===== config.mk =====
export PLATFORM = sky130hd
export DESIGN_NAME = cfu_initiator
export DESIGN_NICKNAME = d
export VERILOG_FILES = /design/src/rtl/cfu_initiator.sv
export SDC_FILE = /design/constraint.sdc
export NUM_CORES = 1
export LEC_CHECK = 0
export BUFFER_PORTS_ARGS = -buffer_cell sky130_fd_sc_hd__buf_2
export CORE_MARGIN = 2
export CORE_UTILIZATION = 30
export CTS_CLUSTER_DIAMETER = 40
export CTS_CLUSTER_SIZE = 12
export DETAILED_ROUTE_END_ITERATION = 12
export HOLD_SLACK_MARGIN = 0.05
export PLACE_DENSITY = 0.6
export SYNTH_ARGS = -nofsm -noshare
export SYNTH_HDL_FRONTEND = slang
export SYNTH_SLANG_ARGS = --single-unit

===== constraint.sdc =====
create_clock -name clk -period 6.35 [get_ports clk]
set_clock_uncertainty 0.2 [all_clocks]
set_input_delay 1.905 -clock clk [delete_from_list [all_inputs] [get_ports clk]]
set_output_delay 1.905 -clock clk [all_outputs]
set_load 0.02 [all_outputs]

===== src/rtl/cfu_initiator.sv =====
// cfu_initiator: single-outstanding core-side initiator for the CFU cmd/rsp protocol, with flush and timeout recovery.
// Latency: request accepted in cycle 0 -> cmd_valid in cycle 1 -> core_rsp_valid in cycle 3 with a zero-wait CFU.
// Backpressure: core_req_ready low while busy or stale; cmd held stable until cmd_ready; core response has no back-pressure.
// Optional feature: define CFU_PERF_CNT_EN to build the perf_ops / perf_stall counters (ports read 0 otherwise).
module cfu_initiator #(
    parameter int TIMEOUT_CYCLES = 255,
    parameter int CNT_W          = 8
) (
    input  logic        clk,
    input  logic        reset,
    // core request
    input  logic        core_req_valid,
    output logic        core_req_ready,
    input  logic [6:0]  core_funct7,
    input  logic [2:0]  core_funct3,
    input  logic [31:0] core_rs1,
    input  logic [31:0] core_rs2,
    input  logic [4:0]  core_rd_addr,
    input  logic        core_flush,
    // core response
    output logic        core_rsp_valid,
    output logic [31:0] core_rsp_data,
    output logic [4:0]  core_rsp_rd_addr,
    output logic        core_rsp_error,
    output logic        busy,
    // CFU command channel
    output logic        cmd_valid,
    input  logic        cmd_ready,
    output logic [9:0]  cmd_payload_function_id,
    output logic [31:0] cmd_payload_inputs_0,
    output logic [31:0] cmd_payload_inputs_1,
    // CFU response channel
    input  logic        rsp_valid,
    output logic        rsp_ready,
    input  logic [31:0] rsp_payload_outputs_0,
    // performance counters
    output logic [31:0] perf_ops,
    output logic [31:0] perf_stall
);

    typedef enum logic [1:0] {
        S_IDLE = 2'd0,
        S_CMD  = 2'd1,
        S_WAIT = 2'd2,
        S_DONE = 2'd3
    } state_t;

    // A zero TIMEOUT_CYCLES disables the timeout; the compare value is then unused.
    localparam bit              TO_EN    = (TIMEOUT_CYCLES > 0);
    localparam logic [CNT_W-1:0] CNT_LAST = TO_EN ? CNT_W'(TIMEOUT_CYCLES - 1) : '0;

    state_t             state_q, state_d;
    logic [9:0]         fid_q, fid_d;
    logic [31:0]        in0_q, in0_d;
    logic [31:0]        in1_q, in1_d;
    logic [4:0]         rd_q, rd_d;
    logic [31:0]        data_q, data_d;
    logic               err_q, err_d;
    logic               killed_q, killed_d;
    logic               stale_q, stale_d;
    logic [CNT_W-1:0]   cnt_q, cnt_d;
    logic               timeout_hit;

    assign timeout_hit = TO_EN && (cnt_q == CNT_LAST);

    // Next-state and handshake outputs; every target gets its hold/idle default first.
    always_comb begin
        state_d        = state_q;
        fid_d          = fid_q;
        in0_d          = in0_q;
        in1_d          = in1_q;
        rd_d           = rd_q;
        data_d         = data_q;
        err_d          = err_q;
        killed_d       = killed_q;
        stale_d        = stale_q;
        cnt_d          = cnt_q;
        cmd_valid      = 1'b0;
        rsp_ready      = stale_q;
        core_req_ready = 1'b0;
        core_rsp_valid = 1'b0;

        // A response owed by a timed-out command is swallowed here, whatever the FSM is doing.
        if (stale_q && rsp_valid) begin
            stale_d = 1'b0;
        end

        case (state_q)
            S_IDLE: begin
                // stale_q is registered, so a request can never be taken in the cycle stale clears.
                core_req_ready = !stale_q;
                if (core_req_valid && !stale_q) begin
                    fid_d    = {core_funct7, core_funct3};
                    in0_d    = core_rs1;
                    in1_d    = core_rs2;
                    rd_d     = core_rd_addr;
                    cnt_d    = '0;
                    killed_d = 1'b0;
                    state_d  = S_CMD;
                end
            end
            S_CMD: begin
                // cmd_valid stays up through a flush; only the timeout may withdraw it.
                cmd_valid = 1'b1;
                cnt_d     = cnt_q + CNT_W'(1);
                if (core_flush) begin
                    killed_d = 1'b1;
                end
                if (cmd_ready) begin
                    state_d = S_WAIT;
                end else if (timeout_hit) begin
                    data_d  = '0;
                    err_d   = 1'b1;
                    state_d = S_DONE;
                end
            end
            S_WAIT: begin
                rsp_ready = 1'b1;
                cnt_d     = cnt_q + CNT_W'(1);
                if (core_flush) begin
                    killed_d = 1'b1;
                end
                if (rsp_valid) begin
                    data_d  = rsp_payload_outputs_0;
                    err_d   = 1'b0;
                    state_d = S_DONE;
                end else if (timeout_hit) begin
                    // The CFU still owes a response; remember to discard it.
                    data_d  = '0;
                    err_d   = 1'b1;
                    stale_d = 1'b1;
                    state_d = S_DONE;
                end
            end
            S_DONE: begin
                core_rsp_valid = !killed_q;
                state_d        = S_IDLE;
            end
            default: begin
                state_d = S_IDLE;
            end
        endcase
    end

    // State and datapath registers; reset abandons any in-flight command and any pending stale response.
    always_ff @(posedge clk or posedge reset) begin
        if (reset) begin
            state_q  <= S_IDLE;
            fid_q    <= '0;
            in0_q    <= '0;
            in1_q    <= '0;
            rd_q     <= '0;
            data_q   <= '0;
            err_q    <= 1'b0;
            killed_q <= 1'b0;
            stale_q  <= 1'b0;
            cnt_q    <= '0;
        end else begin
            state_q  <= state_d;
            fid_q    <= fid_d;
            in0_q    <= in0_d;
            in1_q    <= in1_d;
            rd_q     <= rd_d;
            data_q   <= data_d;
            err_q    <= err_d;
            killed_q <= killed_d;
            stale_q  <= stale_d;
            cnt_q    <= cnt_d;
        end
    end

    assign cmd_payload_function_id = fid_q;
    assign cmd_payload_inputs_0    = in0_q;
    assign cmd_payload_inputs_1    = in1_q;
    assign core_rsp_data           = data_q;
    assign core_rsp_rd_addr        = rd_q;
    assign core_rsp_error          = err_q & core_rsp_valid;
    assign busy                    = (state_q != S_IDLE) || stale_q;

`ifdef CFU_PERF_CNT_EN
    logic [31:0] perf_ops_q;
    logic [31:0] perf_stall_q;

    // Free-running wrap-around counters of delivered results and busy cycles.
    always_ff @(posedge clk or posedge reset) begin
        if (reset) begin
            perf_ops_q   <= '0;
            perf_stall_q <= '0;
        end else begin
            if (core_rsp_valid) begin
                perf_ops_q <= perf_ops_q + 32'd1;
            end
            if (busy) begin
                perf_stall_q <= perf_stall_q + 32'd1;
            end
        end
    end

    assign perf_ops   = perf_ops_q;
    assign perf_stall = perf_stall_q;
`else
    assign perf_ops   = '0;
    assign perf_stall = '0;
`endif

endmodule


# ---- Yosys cells after proc, flatten, opt, wreduce, memory -nomap -nowiden
# Cells that the tools add are included.
dict set report word_totals {
  elab_cells 59
  reg_bits 124
  output_inout_bits 181
  input_bits 117
}
dict set report classes {
  bitwise_logic 1
  reduce_logical 14
  n_addsub 1
  muxes 26
  eq_ne 7
}
# cell n
set op_table {}
lappend op_table {{two-way mux 32 bit} 3}
lappend op_table {{one-hot mux 32 bit (2 select lines)} 1}
lappend op_table {{one-hot mux 8 bit (2 select lines)} 1}
lappend op_table {{two-way mux 1 bit} 13}
lappend op_table {{adder 8 x 1 -> 8 bit, second input constant} 1}
lappend op_table {{== test 8 bit, second input constant} 1}
lappend op_table {{two-way mux 2 bit} 4}
lappend op_table {{two-way mux 8 bit} 1}
lappend op_table {{one-hot mux 2 bit (4 select lines)} 1}
lappend op_table {{AND reduction 2 bit} 3}
lappend op_table {{nonzero test 2 bit} 3}
lappend op_table {{== test 2 bit, second input constant} 2}
lappend op_table {{inequality test 2 bit, second input constant} 2}
lappend op_table {{one-hot mux 1 bit (2 select lines)} 2}
lappend op_table {{AND reduction 3 bit} 1}
lappend op_table {{== test 2 x 1 -> 1 bit, second input constant} 1}
lappend op_table {{logical AND 1 bit} 2}
lappend op_table {{zero test 1 bit} 2}
lappend op_table {{zero test 2 bit} 1}
lappend op_table {{inequality test 2 x 1 -> 1 bit, second input constant} 1}
lappend op_table {{OR reduction 2 bit} 1}
lappend op_table {{bitwise AND 1 bit} 1}
lappend op_table {{logical OR 1 bit} 1}

# ---- Logic depth before layout (Yosys ltp)
# Gate-level depths: netlist (run 1).
dict set report depth {
  depth_word 5
  mapped_depth 7
  depth_no_buf 5
}

# ---- Worst setup path before layout (run 1)
# OpenSTA, ideal clock, no wires.
dict set report synth_timing {
  path_type {reg2out}
  startpoint {reg state_q[0]}
  endpoint {out core_req_ready}
  stages_incl_launch_ff 6
  arrival_time_ns 1.312
  slack_ns 2.933
  t_required_ns 4.245
  path_buffers 1
  cell_sequence {dfrtp_1 > inv_1 > ha_1 > buf_2 > nand2b_1 > inv_1}
}
dict set report synth_between {
  elab_chain_len 2
}
# item line
set synth_lines {}
lappend synth_lines {{from (decl)} 52} ;# state_t state_q, state_d;
lappend synth_lines {{from (signal assigned)} 159} ;# state_q <= state_d;
lappend synth_lines {{zero test 2 bit} 88} ;# case (state_q)
lappend synth_lines {{two-way mux 1 bit} 88}
lappend synth_lines {{to (decl)} 13} ;# output logic core_req_ready,
# Every way passes these cells.

# ---- Worst setup path after layout (run 1)
# Ends and elaborated chain as after synthesis.

==> results of run 1 <==
## routing by layer
| layer | part of all wire [%] | GRT usage (%) | routed length (um) | up-vias |
|---|---|---|---|---|
| li1 | - | - | - | 1887 |
| met1 | 41 | 15.0 | 5310 | 1931 |
| met3 | 11 | 6.49 | 1410 | 7 |
| met5 | 0.078 | 0 | 10 | - |
| met4 | 0.88 | 4.21 | 113 | 2 |
| met2 | 47 | 20.3 | 6030 | 191 |
## critical path: cells and delay by family (launching register included)
| kind | cells | cell delay, ns |
|---|---|---|
| buffers and inverters | 3 | 0.39 |
| AND/OR/NAND/NOR | 1 | 0.18 |
| adder cells (fa/ha/maj) | 1 | 0.50 |
| flip-flops | 1 | 0.41 |
## layout make-up
| cell class | count | area, um2 | share of cell area, % |
|---|---|---|---|
| diodes | 1 | 2.50 | 0.0335 |
| clock buffers | 20 | 467 | 6.26 |
| clock inverters | 12 | 208 | 2.78 |
| inverters | 7 | 28.8 | 0.386 |
| multi-input cells | 278 | 2150 | 28.8 |
| flip-flops and latches | 124 | 3100 | 41.6 |
| well taps | 234 | 293 | 3.92 |
| repair buffers | 239 | 1210 | 16.2 |
## path summary, 6_finish.rpt
path,start,endpoint,slack [ns],cells after the start
max,state_q[0],core_req_ready,2.35,5
min,err_q,err_q,0.28,1
max reg2reg,state_q[0],cnt_q[7],3.33,6
min reg2reg,err_q,err_q,0.28,1
max in group asynchronous,reset,cmd_payload_inputs_1[16],3.63,3
min in group asynchronous,reset,cmd_payload_function_id[1],1.32,2
## state kept, by name, summed over array words and instances, names as in the netlist
register	cells
cmd_payload_function_id	10
core_rsp_data	32
cmd_payload_inputs_0	32
stale_q	1
core_rsp_rd_addr	5
state_q	2
cmd_payload_inputs_1	32
killed_q	1
cnt_q	8
err_q	1
## power breakdown
part / leakage [uW] / internal (uW) / switching [uW]
Sequential: 0.00150 / 1160 / 177
Clock: 0.000320 / 733 / 367
Combinational: 0.00186 / 600 / 974
Total: 0.00368 / 2500 / 1520
## Yosys cell counts (all sizes together) (2+ instances only)
library cell,count
a211oi,2
a21oi,2
a2111oi,3
ha,8
a21boi,2
nand2,8
nor2,4
dfrtp,124
nor3,2
a21o,3
o21ai,35
nand2b,7
mux2i,4
inv,7
nand3b,2
nand3,5
mux2,79
o2bb2ai,32
buf,81
clkbuf,7
and2,2
nor2b,2
## stage by stage
| step | instances | total power (uW) | hold WS [ns] | cell area, um2 | util, % |
|---|---|---|---|---|---|
| after floorplan | 497 | 2430 | 0.252 | 5880 | - |
| after global placement | 882 | 2940 | 0.261 | 6780 | 36.5 |
| after global routing | 914 | 4270 | 0.299 | 7460 | 40.1 |
| after CTS | 914 | 4080 | 0.287 | 7460 | 40.1 |
| final | 915 | 4010 | 0.281 | 7460 | 40.1 |
| after detailed placement | 882 | 2960 | 0.273 | 6780 | 36.5 |
## logic make-up (layout without fill, tap and decap cells)
| group | Yosys count | in the layout |
|---|---|---|
| other | 1 | 65 |
| DFF | 124 | 124 |
| adders and majority gates | 8 | 8 |
| and+or+nand+nor | 37 | 37 |
| buffers and inverters | 95 | 278 |
| AOI/OAI and AO/OA | 86 | 86 |
| muxes | 83 | 83 |
==> flow_metrics.env, run 1 <==
export IMPL_drv_cap=0
export IMPL_crit_path_start_kind="flip-flop"
export IMPL_setup_viols_final=0
export IMPL_clock_sinks=124
export IMPL_synth_top_cells_by_area="sky130_fd_sc_hd__dfrtp_1, sky130_fd_sc_hd__mux2_1, sky130_fd_sc_hd__buf_4"
export IMPL_detail_route_vias_per_cell=4.39
export IMPL_port_buffer_count=233
export IMPL_synth_xor_xnor_area_share_pct=0
export IMPL_slowest_cp_cell="sky130_fd_sc_hd__ha_1"
export IMPL_antenna_found_initial=1
export IMPL_wl_per_cell_um=14.1
export IMPL_power_density_cell_area_mw_per_mm2=538
export IMPL_synthSimpleGateAreaFrac_pct=4.47
export IMPL_grt_pass1_vias=3886
export IMPL_drive_gt1_share_pct=46.2
export IMPL_clk_path_buf_depth=2
export IMPL_grt_setup_unrepaired="no"
export IMPL_io_pin_count=298
export IMPL_synth_mux_area_fraction_pct=16.5
export IMPL_fmax_ghz=0.250
export IMPL_rows=50
export IMPL_clock_tree_from_tritoncts="built"
export IMPL_post_cts_hold_buffer_count=0
export IMPL_flow_area_growth_from_synthesis_pct=32.1
export IMPL_hold_path_class="reg2reg"
export IMPL_grt_first_pass_wirelength_um=20000
export IMPL_avgSynthCellArea_um2=13.0
export IMPL_cp_end_kind="output pin"
export IMPL_worst_setup_path_type="reg2out"
export IMPL_path_max_fanout=12
export IMPL_final_setup_slack_of_the_worst_path_ns=2.35
export IMPL_hold_violation_count_in_the_final_report=0
export IMPL_post_dp_hpwl_um=9310
export IMPL_asyncSetResetFlopFracSynth_pct=100
export IMPL_cts_inserted_buffers=17
export IMPL_grt_start_max_net_pins=57
export IMPL_post_place_ws_ns=2.22
export IMPL_layout_common_cells="sky130_fd_sc_hd__buf_2, sky130_fd_sc_hd__dfrtp_1, sky130_fd_sc_hd__conb_1, sky130_fd_sc_hd__mux2_1, sky130_fd_sc_hd__o21ai_0"
export IMPL_route_antenna_remaining_nets=0
export IMPL_postCtsSetupBuffers=0
export IMPL_ctsHtreeMaxLevel=4
export IMPL_number_of_warnings_reported_in_the_yosys_synthesis_log=0
export IMPL_total_vias_in_the_final_route=4018
export IMPL_synthAdderAreaFrac_pct=1.77
export IMPL_floorplan_die_height_um=141
export IMPL_vdd_drop_max_v=0.000180
export IMPL_main_combinational_cell_family_by_area_after_synthesis="multiplexers"
export IMPL_clk_insertion_delay_late_ns=0.40
export IMPL_cts_resized_gates=0
export IMPL_drcViolationCount=0
export IMPL_floorplan_core_area_mm2=0.0186
export IMPL_max_slew_worst_pin_slew_ns=0.992
export IMPL_synthDistinctLibCells=43
export IMPL_post_synth_instance_area_mm2=0.00565
export IMPL_timing_final_crit_period_ns=4.00
export IMPL_fin_crit_sh_pct=63.0
export IMPL_cpPeakStageDelay_ns=0.50
export IMPL_worst_endpoint_arrival_ns=1.90
export IMPL_clock_slew_at_the_register_clock_pins_of_the_worst_setup_and_hold_paths_ns=0.06
export IMPL_drtPass1Iterations=6
export IMPL_fin_nets=792
export IMPL_grt_total_usage_pct=12.8
export IMPL_synth_compound_area_share_pct=11.0
export IMPL_post_synthesis_cell_count=434
export IMPL_leading_cell_type_in_the_layout_fill_and_taps_excluded="sky130_fd_sc_hd__buf_2"
export IMPL_crit_path_frequent_cell="sky130_fd_sc_hd__inv_1"
export IMPL_worst_slew_margin_rel_pct=33.7
export IMPL_run_status="finished, final reports clean"
export IMPL_clockRootBuffer="sky130_fd_sc_hd__clkbuf_16"
export IMPL_die_width_um=141
export IMPL_slew_violations=0
export IMPL_dr_first_iter_drc_count=160
export IMPL_synth_seq_area_share_pct=54.9
export IMPL_synth_edf_count=0
export IMPL_ys_seq_elements=124
export IMPL_crit_path_cell_trace="inv_1 -> ha_1 -> nand2b_1 -> inv_1 -> buf_2"
export IMPL_setup_total_negative_slack_ns=0
export IMPL_fillerInstances=1817
export IMPL_cell_taking_the_most_area_after_synthesis="sky130_fd_sc_hd__dfrtp_1"
export IMPL_wl_um=12900
export IMPL_die_area_mm2=0.0199
export IMPL_synth_main_ff_cell="sky130_fd_sc_hd__dfrtp_1"
export IMPL_floorplan_initialDensity_pct=30.4
export IMPL_synth_top_cell_area_share_pct=54.9
export IMPL_worst_endpoint_required_ns=4.24
export IMPL_globalplace_congestion=0.747
export IMPL_globalRouteOverflowTotal=0
export IMPL_leakage_dissipation_uw=0.00368
No activity file was read; power rests on OpenSTA's default activity.
==> run 2: changes to the inputs <==
--- a/config.mk
+++ b/config.mk
@@ -12,7 +12,7 @@
 export CTS_CLUSTER_SIZE = 12
 export DETAILED_ROUTE_END_ITERATION = 12
 export HOLD_SLACK_MARGIN = 0.05
-export PLACE_DENSITY = 0.6
+export PLACE_DENSITY = 0.62
 export SYNTH_ARGS = -nofsm -noshare
 export SYNTH_HDL_FRONTEND = slang
 export SYNTH_SLANG_ARGS = --single-unit
==> constraint.sdc (replaced) <==
create_clock -name clk -period 3.4 [get_ports clk]
set_clock_uncertainty 0.2 [all_clocks]
set_input_delay 1.02 -clock clk [delete_from_list [all_inputs] [get_ports clk]]
set_output_delay 1.02 -clock clk [all_outputs]
set_load 0.02 [all_outputs]
==> run 2 against run 1 <==
  * Clock power grew 76%
  * Hold slack improved by 0.0024 ns
  * Utilization grew 0.074 points
  * Flip-flop and latch count unchanged
  * Clock-buffer cell count decreased by 1
  * Highest routed layer is now met4
  * Critical endpoint unchanged
  * Power is 85% higher
  * Die area unchanged
==> flow_metrics.env, run 2 (synthesis gave the netlist of run 1 again) <==
export IMPL_run_status="finished, final reports clean"
export IMPL_leading_cell_type_in_the_layout_fill_and_taps_excluded="sky130_fd_sc_hd__buf_2"
export IMPL_drv_cap=0
export IMPL_wl_per_cell_um=14.0
export IMPL_post_cts_hold_buffer_count=0
export IMPL_total_vias_in_the_final_route=4048
export IMPL_fin_nets=796
export IMPL_ctsHtreeMaxLevel=4
export IMPL_cts_resized_gates=0
export IMPL_vdd_drop_max_v=0.000358
export IMPL_net_switching_power_uw=2850
export IMPL_postCtsSetupBuffers=0
export IMPL_leakage_dissipation_uw=0.00368
export IMPL_drcViolationCount=0
export IMPL_cts_inserted_buffers=17
export IMPL_post_route_util_pct=40.2
export IMPL_drive_gt1_share_pct=46.3
export IMPL_layout_common_cells="sky130_fd_sc_hd__buf_2, sky130_fd_sc_hd__dfrtp_1, sky130_fd_sc_hd__conb_1, sky130_fd_sc_hd__mux2_1, sky130_fd_sc_hd__o21ai_0"
export IMPL_worstHoldPathCells=1
export IMPL_io_pin_count=298
export IMPL_route_antenna_remaining_nets=0
export IMPL_share_of_total_power_in_sequential_cells_pct=33.8
export IMPL_clock_sinks=124
export IMPL_final_setup_slack_of_the_worst_path_ns=0.373
export IMPL_switching_share_pct=38.4
export IMPL_cp_end_kind="output pin"
export IMPL_setup_total_negative_slack_ns=0
export IMPL_timing_reg2reg_worst_path_depth=5
export IMPL_globalRouteOverflowTotal=0
export IMPL_antenna_found_initial=0
export IMPL_wl_um=12800
export IMPL_port_buffer_count=233
export IMPL_grt_setup_unrepaired="no"
export IMPL_clock_network_power_share_pct=26.2
export IMPL_max_slew_worst_pin_slew_ns=0.689
export IMPL_dr_first_iter_drc_count=146
export IMPL_worst_endpoint_required_ns=2.18
export IMPL_detail_route_vias_per_cell=4.41
export IMPL_stdcell_count=918
export IMPL_grt_pass1_vias=3865
export IMPL_internal_power_uw=4570
export IMPL_worst_setup_path_type="reg2out"
export IMPL_grt_first_pass_wirelength_um=20100
export IMPL_slew_violations=0
export IMPL_path_max_fanout=12
export IMPL_worst_endpoint_arrival_ns=1.81
export IMPL_globalplace_congestion=0.711
export IMPL_drtPass1Iterations=6
export IMPL_floorplan_initialDensity_pct=30.4
export IMPL_timing_final_crit_period_ns=3.03
export IMPL_timing_hold_ws_ns=0.284
export IMPL_fmax_ghz=0.330
export IMPL_hold_path_class="reg2reg"
export IMPL_setup_viols_final=0
export IMPL_combinationalPowerShare_pct=40.0
export IMPL_worst_slew_margin_rel_pct=54.0
export IMPL_fillerInstances=1800
export IMPL_crit_path_start_kind="flip-flop"
export IMPL_floorplan_core_area_mm2=0.0186
export IMPL_grt_total_usage_pct=12.7
export IMPL_floorplan_die_height_um=141
export IMPL_post_place_ws_ns=0.756
export IMPL_fin_crit_sh_pct=89.0
export IMPL_die_width_um=141
export IMPL_hold_violation_count_in_the_final_report=0
export IMPL_dpl_cell_count=886
export IMPL_power_density_cell_area_mw_per_mm2=993
export IMPL_antenna_diode_count=0
export IMPL_post_dp_hpwl_um=9220
export IMPL_grt_start_max_net_pins=71
export IMPL_clock_tree_from_tritoncts="built"
export IMPL_clock_slew_at_the_register_clock_pins_of_the_worst_setup_and_hold_paths_ns=0.06
export IMPL_clockRootBuffer="sky130_fd_sc_hd__clkbuf_16"
export IMPL_clk_insertion_delay_late_ns=0.41
export IMPL_flow_area_growth_from_synthesis_pct=32.3
export IMPL_clk_path_buf_depth=2
export IMPL_rows=50
export IMPL_die_area_mm2=0.0199
-- run 2: final cells by class --
| class | count | area [um2] | share of cell area (%) |
|---|---|---|---|
| clock buffer | 19 | 443 | 5.93 |
| clock inverter | 13 | 191 | 2.56 |
| inverter | 7 | 30.0 | 0.402 |
| multi-input combinational | 278 | 2150 | 28.7 |
| sequential | 124 | 3100 | 41.5 |
| tap | 234 | 293 | 3.92 |
| timing repair buffer | 243 | 1270 | 16.9 |
-- run 2: per-layer routing --
metal,share of wire [%],track usage (%),vias to the layer above
li1,-,-,1895
met1,42,15.4,1947
met2,48,20.5,193
met3,8.8,5.40,13
met4,1.1,3.95,0
met5,0,0,-
-- run 2: path summary, 6_finish.rpt --
check / from / end / slack [ns]
worst max-delay path: state_q[0] / core_req_ready / 0.37
worst min-delay path: cmd_payload_inputs_1[6] / cmd_payload_inputs_1[6] / 0.28
worst max register to register: state_q[0] / cmd_payload_inputs_1[28] / 0.92
worst min register to register: cmd_payload_inputs_1[6] / cmd_payload_inputs_1[6] / 0.28
max in group asynchronous: reset / cmd_payload_inputs_1[19] / 1.87
min in group asynchronous: reset / cmd_payload_inputs_1[6] / 0.50
-- run 2: stage by stage --
stage | power, uW | cell area (um2)
floorplan | 4550 | 5890
global placement | 5510 | 6840
detailed placement | 5560 | 6840
CTS | 7540 | 7470
global route | 7880 | 7470
finish | 7420 | 7470
-- run 2: power groups by stage --
stage          registers, uW  clock network, uW  logic [uW]
6_report                2510               1940        2970
5_1_grt                 2600               2070        3220
2_1_floorplan           3350                  0        1190
3_5_place_dp            2540                  0        3020
4_1_cts                 2520               2000        3020
3_3_place_gp            2540                  0        2970
-- run 2: worst max-delay path: stages (launching register included) --
cell and delay (ns):
sky130_fd_sc_hd__dfrtp_1 0.41, sky130_fd_sc_hd__inv_1 0.16, sky130_fd_sc_hd__ha_1 0.44, sky130_fd_sc_hd__nand2b_1 0.16, sky130_fd_sc_hd__inv_1 0.07, sky130_fd_sc_hd__buf_2 0.15
==> run 3: changes to the inputs <==
--- a/config.mk
+++ b/config.mk
@@ -7,12 +7,12 @@
 export LEC_CHECK = 0
 export BUFFER_PORTS_ARGS = -buffer_cell sky130_fd_sc_hd__buf_2
 export CORE_MARGIN = 2
-export CORE_UTILIZATION = 30
+export CORE_UTILIZATION = 40
 export CTS_CLUSTER_DIAMETER = 40
 export CTS_CLUSTER_SIZE = 12
 export DETAILED_ROUTE_END_ITERATION = 12
 export HOLD_SLACK_MARGIN = 0.05
-export PLACE_DENSITY = 0.62
+export PLACE_DENSITY = 0.78
 export SYNTH_ARGS = -nofsm -noshare
 export SYNTH_HDL_FRONTEND = slang
 export SYNTH_SLANG_ARGS = --single-unit
==> run 3 against run 2 <==
  * First-iteration DRC count rose by 12%
  * Wire length fell by 9.1%
  * Combinational power about the same
  * Largest power group unchanged
==> flow_metrics.env, run 3 (synthesis gave the netlist of run 1 again) <==
export IMPL_drv_cap=0
export IMPL_antenna_diode_count=0
export IMPL_setup_total_negative_slack_ns=0
export IMPL_cts_inserted_buffers=17
export IMPL_grt_first_pass_wirelength_um=17900
export IMPL_floorplan_core_area_mm2=0.0138
export IMPL_fmax_ghz=0.328
export IMPL_vdd_drop_max_v=0.000413
export IMPL_crit_path_start_kind="flip-flop"
export IMPL_clock_slew_at_the_register_clock_pins_of_the_worst_setup_and_hold_paths_ns=0.05
export IMPL_setup_viols_final=0
export IMPL_cp_end_kind="output pin"
export IMPL_dr_first_iter_drc_count=163
export IMPL_cts_resized_gates=0
export IMPL_post_dp_hpwl_um=8530
export IMPL_post_cts_hold_buffer_count=0
export IMPL_path_max_fanout=12
export IMPL_clock_tree_from_tritoncts="built"
export IMPL_timing_final_crit_period_ns=3.05
export IMPL_drtPass1Iterations=4
export IMPL_hold_path_class="reg2reg"
export IMPL_clockRootBuffer="sky130_fd_sc_hd__clkbuf_16"
export IMPL_fin_crit_sh_pct=89.6
export IMPL_power_density_cell_area_mw_per_mm2=998
export IMPL_leakage_dissipation_uw=0.00368
export IMPL_wl_um=11600
export IMPL_ctsHtreeMaxLevel=4
export IMPL_die_area_mm2=0.0151
export IMPL_worst_setup_path_type="reg2out"
export IMPL_wl_per_cell_um=13.5
export IMPL_worst_endpoint_required_ns=2.18
export IMPL_timing_hold_ws_ns=0.282
export IMPL_flow_area_growth_from_synthesis_pct=30.7
export IMPL_io_pin_count=298
export IMPL_grt_start_max_net_pins=125
export IMPL_fin_nets=794
export IMPL_layout_common_cells="sky130_fd_sc_hd__buf_2, sky130_fd_sc_hd__dfrtp_1, sky130_fd_sc_hd__conb_1, sky130_fd_sc_hd__mux2_1, sky130_fd_sc_hd__o21ai_0"
export IMPL_clk_insertion_delay_late_ns=0.41
export IMPL_total_vias_in_the_final_route=3922
export IMPL_worst_slew_margin_rel_pct=58.1
export IMPL_grt_pass1_vias=3676
export IMPL_route_antenna_remaining_nets=0
export IMPL_grt_total_usage_pct=15.3
export IMPL_detail_route_vias_per_cell=4.56
export IMPL_globalRouteOverflowTotal=0
export IMPL_clk_path_buf_depth=2
export IMPL_drive_gt1_share_pct=45.5
export IMPL_clock_sinks=124
export IMPL_antenna_found_initial=0
export IMPL_leading_cell_type_in_the_layout_fill_and_taps_excluded="sky130_fd_sc_hd__buf_2"
export IMPL_globalplace_congestion=0.764
export IMPL_port_buffer_count=233
export IMPL_hold_violation_count_in_the_final_report=0
export IMPL_postCtsSetupBuffers=0
export IMPL_max_slew_worst_pin_slew_ns=0.628
export IMPL_worst_endpoint_arrival_ns=1.83
export IMPL_run_status="finished, final reports clean"
export IMPL_die_width_um=123
export IMPL_drcViolationCount=0
export IMPL_grt_setup_unrepaired="no"
export IMPL_floorplan_die_height_um=123
export IMPL_floorplan_initialDensity_pct=40.8
export IMPL_rows=43
export IMPL_slew_violations=0
[run 3: cell types whose count changed in the layout (fill, tap and decap cells not counted), sizes merged]
cell      change
buf           -2
bufinv        +1
clkinv        -2
clkbuf        +4
inv           -1
clkinvlp      -3
[run 3: per-layer routing]
layer / track usage (%) / vias to the layer above / wire, um
met1: 17.8 / 1852 / 4720
met2: 25.1 / 174 / 5700
li1: - / 1879 / -
met3: 5.62 / 17 / 1020
met4: 6.97 / 0 / 193
met5: 0 / - / 0
[run 3: area by class of cell]
cell class,count,area (um2)
inverters,7,30.0
clock inverters,8,165
flip-flops and latches,124,3100
clock buffers,23,458
multi-input cells,278,2150
fillers,1243,6450
well taps,180,225
repair buffers,241,1250
[run 3: metrics by stage]
stage | utilization [%] | std cells | setup slack, ns | area, um2 | power, uW
after floorplan | - | 497 | 0.655 | 5890 | 4550
after global placement | 48.9 | 830 | 0.835 | 6760 | 5440
after detailed placement | 48.9 | 830 | 0.770 | 6760 | 5520
after CTS | 53.4 | 861 | 0.322 | 7380 | 7470
after global routing | 53.4 | 861 | 0.236 | 7380 | 7820
final | 53.4 | 861 | 0.355 | 7380 | 7370
[run 3: worst paths after layout]
kind | from | end | slack (ns) | cells past startpoint
max in group asynchronous | reset | cmd_payload_function_id[6] | 1.93 | 3
worst min-delay path | cmd_payload_function_id[6] | cmd_payload_function_id[6] | 0.28 | 1
worst max-delay path | state_q[0] | core_req_ready | 0.35 | 5
min in group asynchronous | reset | cmd_payload_inputs_0[27] | 0.62 | 3
worst max register to register | state_q[0] | cnt_q[7] | 1.15 | 6
worst min register to register | cmd_payload_function_id[6] | cmd_payload_function_id[6] | 0.28 | 1
[run 3: report_power, final]
part | internal (uW) | switching [uW]
Clock | 1310 | 603
Sequential | 2180 | 339
Combinational | 1140 | 1800
[run 3: critical path, cell delays in order (launching register included)]
cell and delay, ns:
sky130_fd_sc_hd__dfrtp_1 0.41, sky130_fd_sc_hd__inv_1 0.16, sky130_fd_sc_hd__ha_1 0.47, sky130_fd_sc_hd__nand2b_1 0.16, sky130_fd_sc_hd__inv_1 0.07, sky130_fd_sc_hd__buf_2 0.15
